## src/rtl/ifu_fetch.sv

```systemverilog
//------------------------------------------------------------------------------
// ifu_fetch
//
// Instruction fetch unit sitting directly in front of the IF/ID register.
// Owns the PC and issues in-order word fetches over a req/gnt/rvalid
// handshake. It remembers the address of every granted fetch and parks
// returned words in a small FIFO. The FIFO head is presented as
// {inst_addr_o, inst_o}. A ctrl jump flushes the FIFO and turns every
// in-flight response into a discard. A ctrl hold stops the FIFO from popping.
//
// Optional build macro:
//   FETCH_BYPASS_EN - when the FIFO is empty, a live response is presented in
//                     the same cycle it arrives instead of one cycle later.
//
// Parameters:
//   RESET_PC         PC loaded on reset
//   FIFO_DEPTH       fetch buffer entries (power of two, >= 2)
//   MAX_OUTSTANDING  granted-but-unanswered request limit (>= 1)
//
// Ports:
//   clk, rst             clock, synchronous active-high reset
//   jump_flag_i/addr_i   ctrl redirect request and target
//   hold_flag_i          ctrl stall, IF/ID not consuming this cycle
//   mem_req_o/addr_o     fetch request and word-aligned address
//   mem_gnt_i            request accepted this cycle
//   mem_rvalid_i/rdata_i in-order response
//   inst_valid_o         presented pair holds a real instruction
//   inst_addr_o, inst_o  presented PC / instruction (0 / NOP when invalid)
//------------------------------------------------------------------------------
module ifu_fetch #(
   parameter logic [31:0] RESET_PC        = 32'h0000_0000,
   parameter int          FIFO_DEPTH      = 2,
   parameter int          MAX_OUTSTANDING = 2
) (
   input  logic        clk,
   input  logic        rst,
   input  logic        jump_flag_i,
   input  logic [31:0] jump_addr_i,
   input  logic        hold_flag_i,
   output logic        mem_req_o,
   output logic [31:0] mem_addr_o,
   input  logic        mem_gnt_i,
   input  logic        mem_rvalid_i,
   input  logic [31:0] mem_rdata_i,
   output logic        inst_valid_o,
   output logic [31:0] inst_addr_o,
   output logic [31:0] inst_o
);

   localparam logic [31:0] INST_NOP     = 32'h0000_0013;
   localparam int          PTR_W        = $clog2(FIFO_DEPTH);
   localparam int          CNT_W        = $clog2(FIFO_DEPTH + 1);
   localparam int          OUT_W        = $clog2(MAX_OUTSTANDING + 1);
   localparam int          AQ_W         = (MAX_OUTSTANDING > 1) ? $clog2(MAX_OUTSTANDING) : 1;
   localparam logic [31:0] FIFO_DEPTH_W = FIFO_DEPTH;
   localparam logic [31:0] MAX_OUT_W    = MAX_OUTSTANDING;
   localparam logic [AQ_W-1:0] AQ_LAST  = AQ_W'(MAX_OUTSTANDING - 1);

   logic [31:0]      pc_q;

   logic [31:0]      fifo_addr_q [FIFO_DEPTH];
   logic [31:0]      fifo_data_q [FIFO_DEPTH];
   logic [PTR_W-1:0] fifo_rd_ptr_q;
   logic [PTR_W-1:0] fifo_wr_ptr_q;
   logic [CNT_W-1:0] fifo_cnt_q;

   logic [31:0]      aq_addr_q [MAX_OUTSTANDING];
   logic [AQ_W-1:0]  aq_rd_ptr_q;
   logic [AQ_W-1:0]  aq_wr_ptr_q;

   logic [OUT_W-1:0] outstanding_q;
   logic [OUT_W-1:0] discard_cnt_q;

   logic             fifo_empty;
   logic             fifo_full;
   logic             fifo_push;
   logic             fifo_pop;
   logic             req_fire;
   logic             rsp_drop;
   logic             rsp_keep;
   logic [31:0]      rsp_addr;
   logic             credit_ok;

   assign fifo_empty = (fifo_cnt_q == '0);
   assign fifo_full  = (fifo_cnt_q == CNT_W'(FIFO_DEPTH));

   // Count in-flight fetches against FIFO space so that every response is
   // guaranteed a slot even if IF/ID stalls indefinitely.
   assign credit_ok = ((32'(outstanding_q) + 32'(fifo_cnt_q)) < FIFO_DEPTH_W) &&
                      (32'(outstanding_q) < MAX_OUT_W);

   assign mem_req_o  = !rst && !jump_flag_i && credit_ok;
   assign mem_addr_o = pc_q;
   assign req_fire   = mem_req_o && mem_gnt_i;

   assign rsp_addr   = aq_addr_q[aq_rd_ptr_q];
   assign rsp_drop   = mem_rvalid_i && (discard_cnt_q != '0);
   // A response landing in a jump cycle belongs to the old stream.
   assign rsp_keep   = mem_rvalid_i && (discard_cnt_q == '0) && !jump_flag_i;

`ifdef FETCH_BYPASS_EN
   logic byp_hit;

   assign byp_hit = rsp_keep && fifo_empty;

   always_comb begin
      inst_valid_o = 1'b0;
      inst_addr_o  = 32'h0;
      inst_o       = INST_NOP;
      if (!fifo_empty) begin
         inst_valid_o = 1'b1;
         inst_addr_o  = fifo_addr_q[fifo_rd_ptr_q];
         inst_o       = fifo_data_q[fifo_rd_ptr_q];
      end else if (byp_hit) begin
         inst_valid_o = 1'b1;
         inst_addr_o  = rsp_addr;
         inst_o       = mem_rdata_i;
      end
   end

   // A bypassed word that IF/ID takes this cycle never enters the FIFO.
   assign fifo_push = rsp_keep && !(byp_hit && !hold_flag_i);
   assign fifo_pop  = !fifo_empty && !hold_flag_i;
`else
   always_comb begin
      inst_valid_o = 1'b0;
      inst_addr_o  = 32'h0;
      inst_o       = INST_NOP;
      if (!fifo_empty) begin
         inst_valid_o = 1'b1;
         inst_addr_o  = fifo_addr_q[fifo_rd_ptr_q];
         inst_o       = fifo_data_q[fifo_rd_ptr_q];
      end
   end

   assign fifo_push = rsp_keep;
   assign fifo_pop  = !fifo_empty && !hold_flag_i;
`endif

   always_ff @(posedge clk) begin
      if (rst) begin
         pc_q          <= RESET_PC;
         fifo_rd_ptr_q <= '0;
         fifo_wr_ptr_q <= '0;
         fifo_cnt_q    <= '0;
         aq_rd_ptr_q   <= '0;
         aq_wr_ptr_q   <= '0;
         outstanding_q <= '0;
         discard_cnt_q <= '0;
      end else begin
         if (jump_flag_i) begin
            pc_q <= {jump_addr_i[31:2], 2'b00};
         end else if (req_fire) begin
            pc_q <= pc_q + 32'd4;
         end

         outstanding_q <= outstanding_q + OUT_W'(req_fire) - OUT_W'(mem_rvalid_i);

         // Every fetch still in flight after a jump is stale, including any
         // already marked for discard, so the new count is simply what
         // remains outstanding once this cycle's response is retired.
         if (jump_flag_i) begin
            discard_cnt_q <= outstanding_q - OUT_W'(mem_rvalid_i);
         end else if (rsp_drop) begin
            discard_cnt_q <= discard_cnt_q - 1'b1;
         end

         if (req_fire) begin
            aq_wr_ptr_q <= (aq_wr_ptr_q == AQ_LAST) ? '0 : aq_wr_ptr_q + 1'b1;
         end
         if (mem_rvalid_i) begin
            aq_rd_ptr_q <= (aq_rd_ptr_q == AQ_LAST) ? '0 : aq_rd_ptr_q + 1'b1;
         end

         if (jump_flag_i) begin
            fifo_rd_ptr_q <= '0;
            fifo_wr_ptr_q <= '0;
            fifo_cnt_q    <= '0;
         end else begin
            if (fifo_push) begin
               fifo_wr_ptr_q <= fifo_wr_ptr_q + 1'b1;
            end
            if (fifo_pop) begin
               fifo_rd_ptr_q <= fifo_rd_ptr_q + 1'b1;
            end
            fifo_cnt_q <= fifo_cnt_q + CNT_W'(fifo_push) - CNT_W'(fifo_pop);
         end
      end
   end

   // Storage arrays carry no reset; validity is tracked by the pointers.
   always_ff @(posedge clk) begin
      if (req_fire) begin
         aq_addr_q[aq_wr_ptr_q] <= pc_q;
      end
      if (!rst && !jump_flag_i && fifo_push) begin
         fifo_addr_q[fifo_wr_ptr_q] <= rsp_addr;
         fifo_data_q[fifo_wr_ptr_q] <= mem_rdata_i;
      end
   end

   always @(posedge clk) begin
      if (!rst) begin
         assert (!(fifo_push && fifo_full && !fifo_pop));
         assert (!(mem_rvalid_i && (outstanding_q == '0)));
      end
   end

endmodule

```

## config.mk

```make
export PLATFORM = sky130hd
export DESIGN_NAME = ifu_fetch
export DESIGN_NICKNAME = d
export VERILOG_FILES = /design/src/rtl/ifu_fetch.sv
export SDC_FILE = /design/constraint.sdc
export NUM_CORES = 1
export LEC_CHECK = 0
export ABC_AREA = 1
export ABC_CLOCK_PERIOD_IN_PS = 8700
export CAP_MARGIN = 25
export CORE_MARGIN = 3
export CORE_UTILIZATION = 28
export DETAILED_ROUTE_END_ITERATION = 10
export SLEW_MARGIN = 20
export SYNTH_ARGS = -nofsm -noshare
export SYNTH_HDL_FRONTEND = slang
export SYNTH_SLANG_ARGS = --single-unit
export TNS_END_PERCENT = 50
```

## constraint.sdc

```tcl
create_clock -name clk -period 8.7 [get_ports clk]
set_input_delay 2.175 -clock clk [delete_from_list [all_inputs] [get_ports clk]]
set_output_delay 2.175 -clock clk [all_outputs]
set_load 0.1 [all_outputs]
```

==> reports/qor.yml <==
sta:
  period_needed_ns: 6.13
  setup_viol: 0
  max-slew-margin-rel: 0.222
  worst_slew_pin_slew_ns: 1.16
  drv_slew: 0
  rsz0062_at_grt: "false"
  hold_viol_final: 0
  finalSetupTns_ns: 0
  fin_worst_skew_ns: 0.0138
  min_period_over_period: 0.704
  setup_slack_ns: 2.57
  max_freq_mhz: 163
synth:
  ys_top_cells_by_area: "edfxtp_1 (58%), nand2_1 (9.8%), dfxtp_1 (8.9%)"
  postSynth.asyncResetShare: 0
  syn_area_per_cell_um2: 11.1
  synth_fa_ha_area_frac: 0.0114
  netlist_instances: 856
  ys_warn_count: 0
  netlist.top_cell.by_area: "edfxtp_1"
  post-synth-top-count-cell: "nand2_1"
  synthMuxAreaShare: 0.0357
  synth_xor_area_frac: 0.0139
  yosysUniqueCellTypes: 35
  netlist.area_leader.share: 0.584
  synth-main-ff-cell: "edfxtp_1"
  netlist_area_mm2: 0.00946
  ys_seq_area_frac: 0.673
  synth_top_family_by_area: "simple AND/OR/NAND/NOR gates"
  synth-seq-cells: 226
  synth_compound_area_frac: 0.0637
  yosys.area_share.simple: 0.160
  synth-edff-count: 184
  synth_common_cells: "nand2_1 (247), edfxtp_1 (184), a21oi_1 (84)"
cts:
  cts_tree: "done"
  clk_pin_slew_ns: 0.06
  ctsHoldBuffers: 0
  post-cts-setup-buffer-count: 0
  cts_sinks: 226
  cts_root_buf: "clkbuf_16"
  cts_resized: 0
  cts_buffer_depth: 3
  htree_levels: 1
  clock_latency_ns: 0.52
  numCtsBuffers: 25
global_route:
  met3_usage: 0.0221
  overflow: 0
  met1_usage: 0.179
  grt_pass1_wl_um: 37000
  grt_pass1_vias: 6437
  use_met2: 0.214
  grt_max_degree: 64
  track_usage: 0.130
  busiest_layer: "met2"
  antenna_found_initial: 0
floorplan:
  die_area_mm2: 0.0360
  initial_core_util: 0.287
  die_w_um: 190
  die_height_um: 190
  core_area_mm2: 0.0329
  boundaryPins: 168
  row_count: 66
setup_path:
  cp.required_ns: 6.53
  endpoint_kind: "output pin"
  timing.critical_path.mode_cell: "buf_4"
  slowest_stage: "clkdlybuf4s50_1"
  path_max_fanout: 32
  max_stage_delay_ns: 0.45
  critical_path_class: "in -> out"
  path_cells: "clkdlybuf4s50_1 -> buf_4 -> inv_1 -> nand2_1 -> nor2_1 -> buf_4"
  cp-start-kind: "input pin"
  crit_arrival_ns: 3.95
route:
  drt-vias-per-instance: 4.43
  totalWireLength_um: 23800
  drc_errors: 0
  vias: 6559
  drtIter0Drc: 453
  detail-route-antenna-nets: 0
  first_pass_iters: 5
  wl_per_cell_um: 16.1
power_and_ir_drop:
  power_density_mw_per_mm2: 216
  max-vdd-ir-drop_mv: 0.106
  leakage_uw: 0.00431
placed_design:
  gp_congestion: 0.813
  dp_hpwl_um: 14900
  port_buffers: 161
  dp_slack_ns: 2.60
job:
  cap_violations: 0
hold_path:
  hold_path.class: "reg -> reg"
layout:
  drive_gt1_frac: 0.105
  diodes: 0
  finalNetCount: 1097
  areaGrowthSynthToFinish_pct: 31.1
run_status:
  status: "complete, no violations"
state kept, by name, summed over array words and instances, names as in the netlist, named ones only:
name           cells
fifo_data_q       64
fifo_rd_ptr_q      1
aq_rd_ptr_q        1
aq_addr_q         60
discard_cnt_q      2
fifo_wr_ptr_q      1
aq_wr_ptr_q        1
fifo_addr_q       60
outstanding_q      2
mem_addr_o        30
fifo_cnt_q         2
logic make-up (layout without fill, tap and decap cells):
logic type / Yosys count / in the layout
fa+ha+maj: 8 / 8
flops: 226 / 226
other cells: 1 / 4
mux: 30 / 30
buf+inv: 94 / 272
compound gates: 116 / 116
xor+xnor: 15 / 15
simple gates: 366 / 366
area by class of cell:
cell class / count / area, µm²
fill: 3150 / 20500
sequential: 226 / 6370
multi-input combinational: 539 / 2730
timing repair buffer: 171 / 1680
clock buffer: 31 / 698
tap: 442 / 553
inverter: 56 / 210
clock inverter: 14 / 163
stage by stage:
step	util	instances	area, µm²	hold slack, ns	power, µW
6_report	0.377	1479	12400	0.448	2690
3_5_place_dp	0.350	1434	11500	0.445	1630
4_1_cts	0.377	1479	12400	0.453	2730
3_3_place_gp	0.350	1434	11500	0.435	1620
2_1_floorplan	-	859	9470	0.425	1510
5_1_grt	0.377	1479	12400	0.466	2790
final timing paths:
check	startpoint	cells past startpoint	slack [ns]	endpoint
worst max-delay path	rst	6	2.57	mem_req_o
worst min-delay path	fifo_rd_ptr_q	1	0.45	flip-flop
worst max register to register	fifo_cnt_q[0]	11	6.26	outstanding_q[1]
worst min register to register	fifo_rd_ptr_q	1	0.45	flip-flop
cells in the final DEF, fill, tap and decap left out, types with 3 or more instances in the layout:
cell             netlist  layout
clkinvlp_4             0       3
edfxtp_1             184     184
clkdlybuf4s50_1        0     160
xor2_1                10      10
nor2_1                59      55
a21oi_1               84      84
nand4_1                3       3
mux2_2                30      30
clkbuf_8               0       5
nor2_2                 4       6
nor2_4                 4       6
clkinv_2               0       4
inv_1                 52      52
buf_4                  5      11
nand3_1               39      39
inv_2                  4       4
conb_1                 1       4
ha_1                   7       7
clkbuf_16              0      25
nand2_1              247     247
a31oi_1                8       8
xnor2_1                5       5
dfxtp_1               42      41
o21ai_0               19      19
bufinv_16              0       3
critical path: cells and delay by family:
family | cells | cell delay [ns]
and+or+nand+nor | 2 | 0.40
buffers and inverters | 4 | 1.35
routing by layer:
metal / vias up / share of wire
li1: 3234 / -
met1: 3077 / 0.46
met2: 208 / 0.45
met3: 40 / 0.065
met4: 0 / 0.023
met5: - / 0
power by group:
| part | switching [µW] | internal, µW | total [µW] |
|---|---|---|---|
| clock | 424 | 659 | 1080 |
| sequential | 30.4 | 1210 | 1240 |
| combinational | 264 | 103 | 366 |
Power figures use the tool's default switching activity.
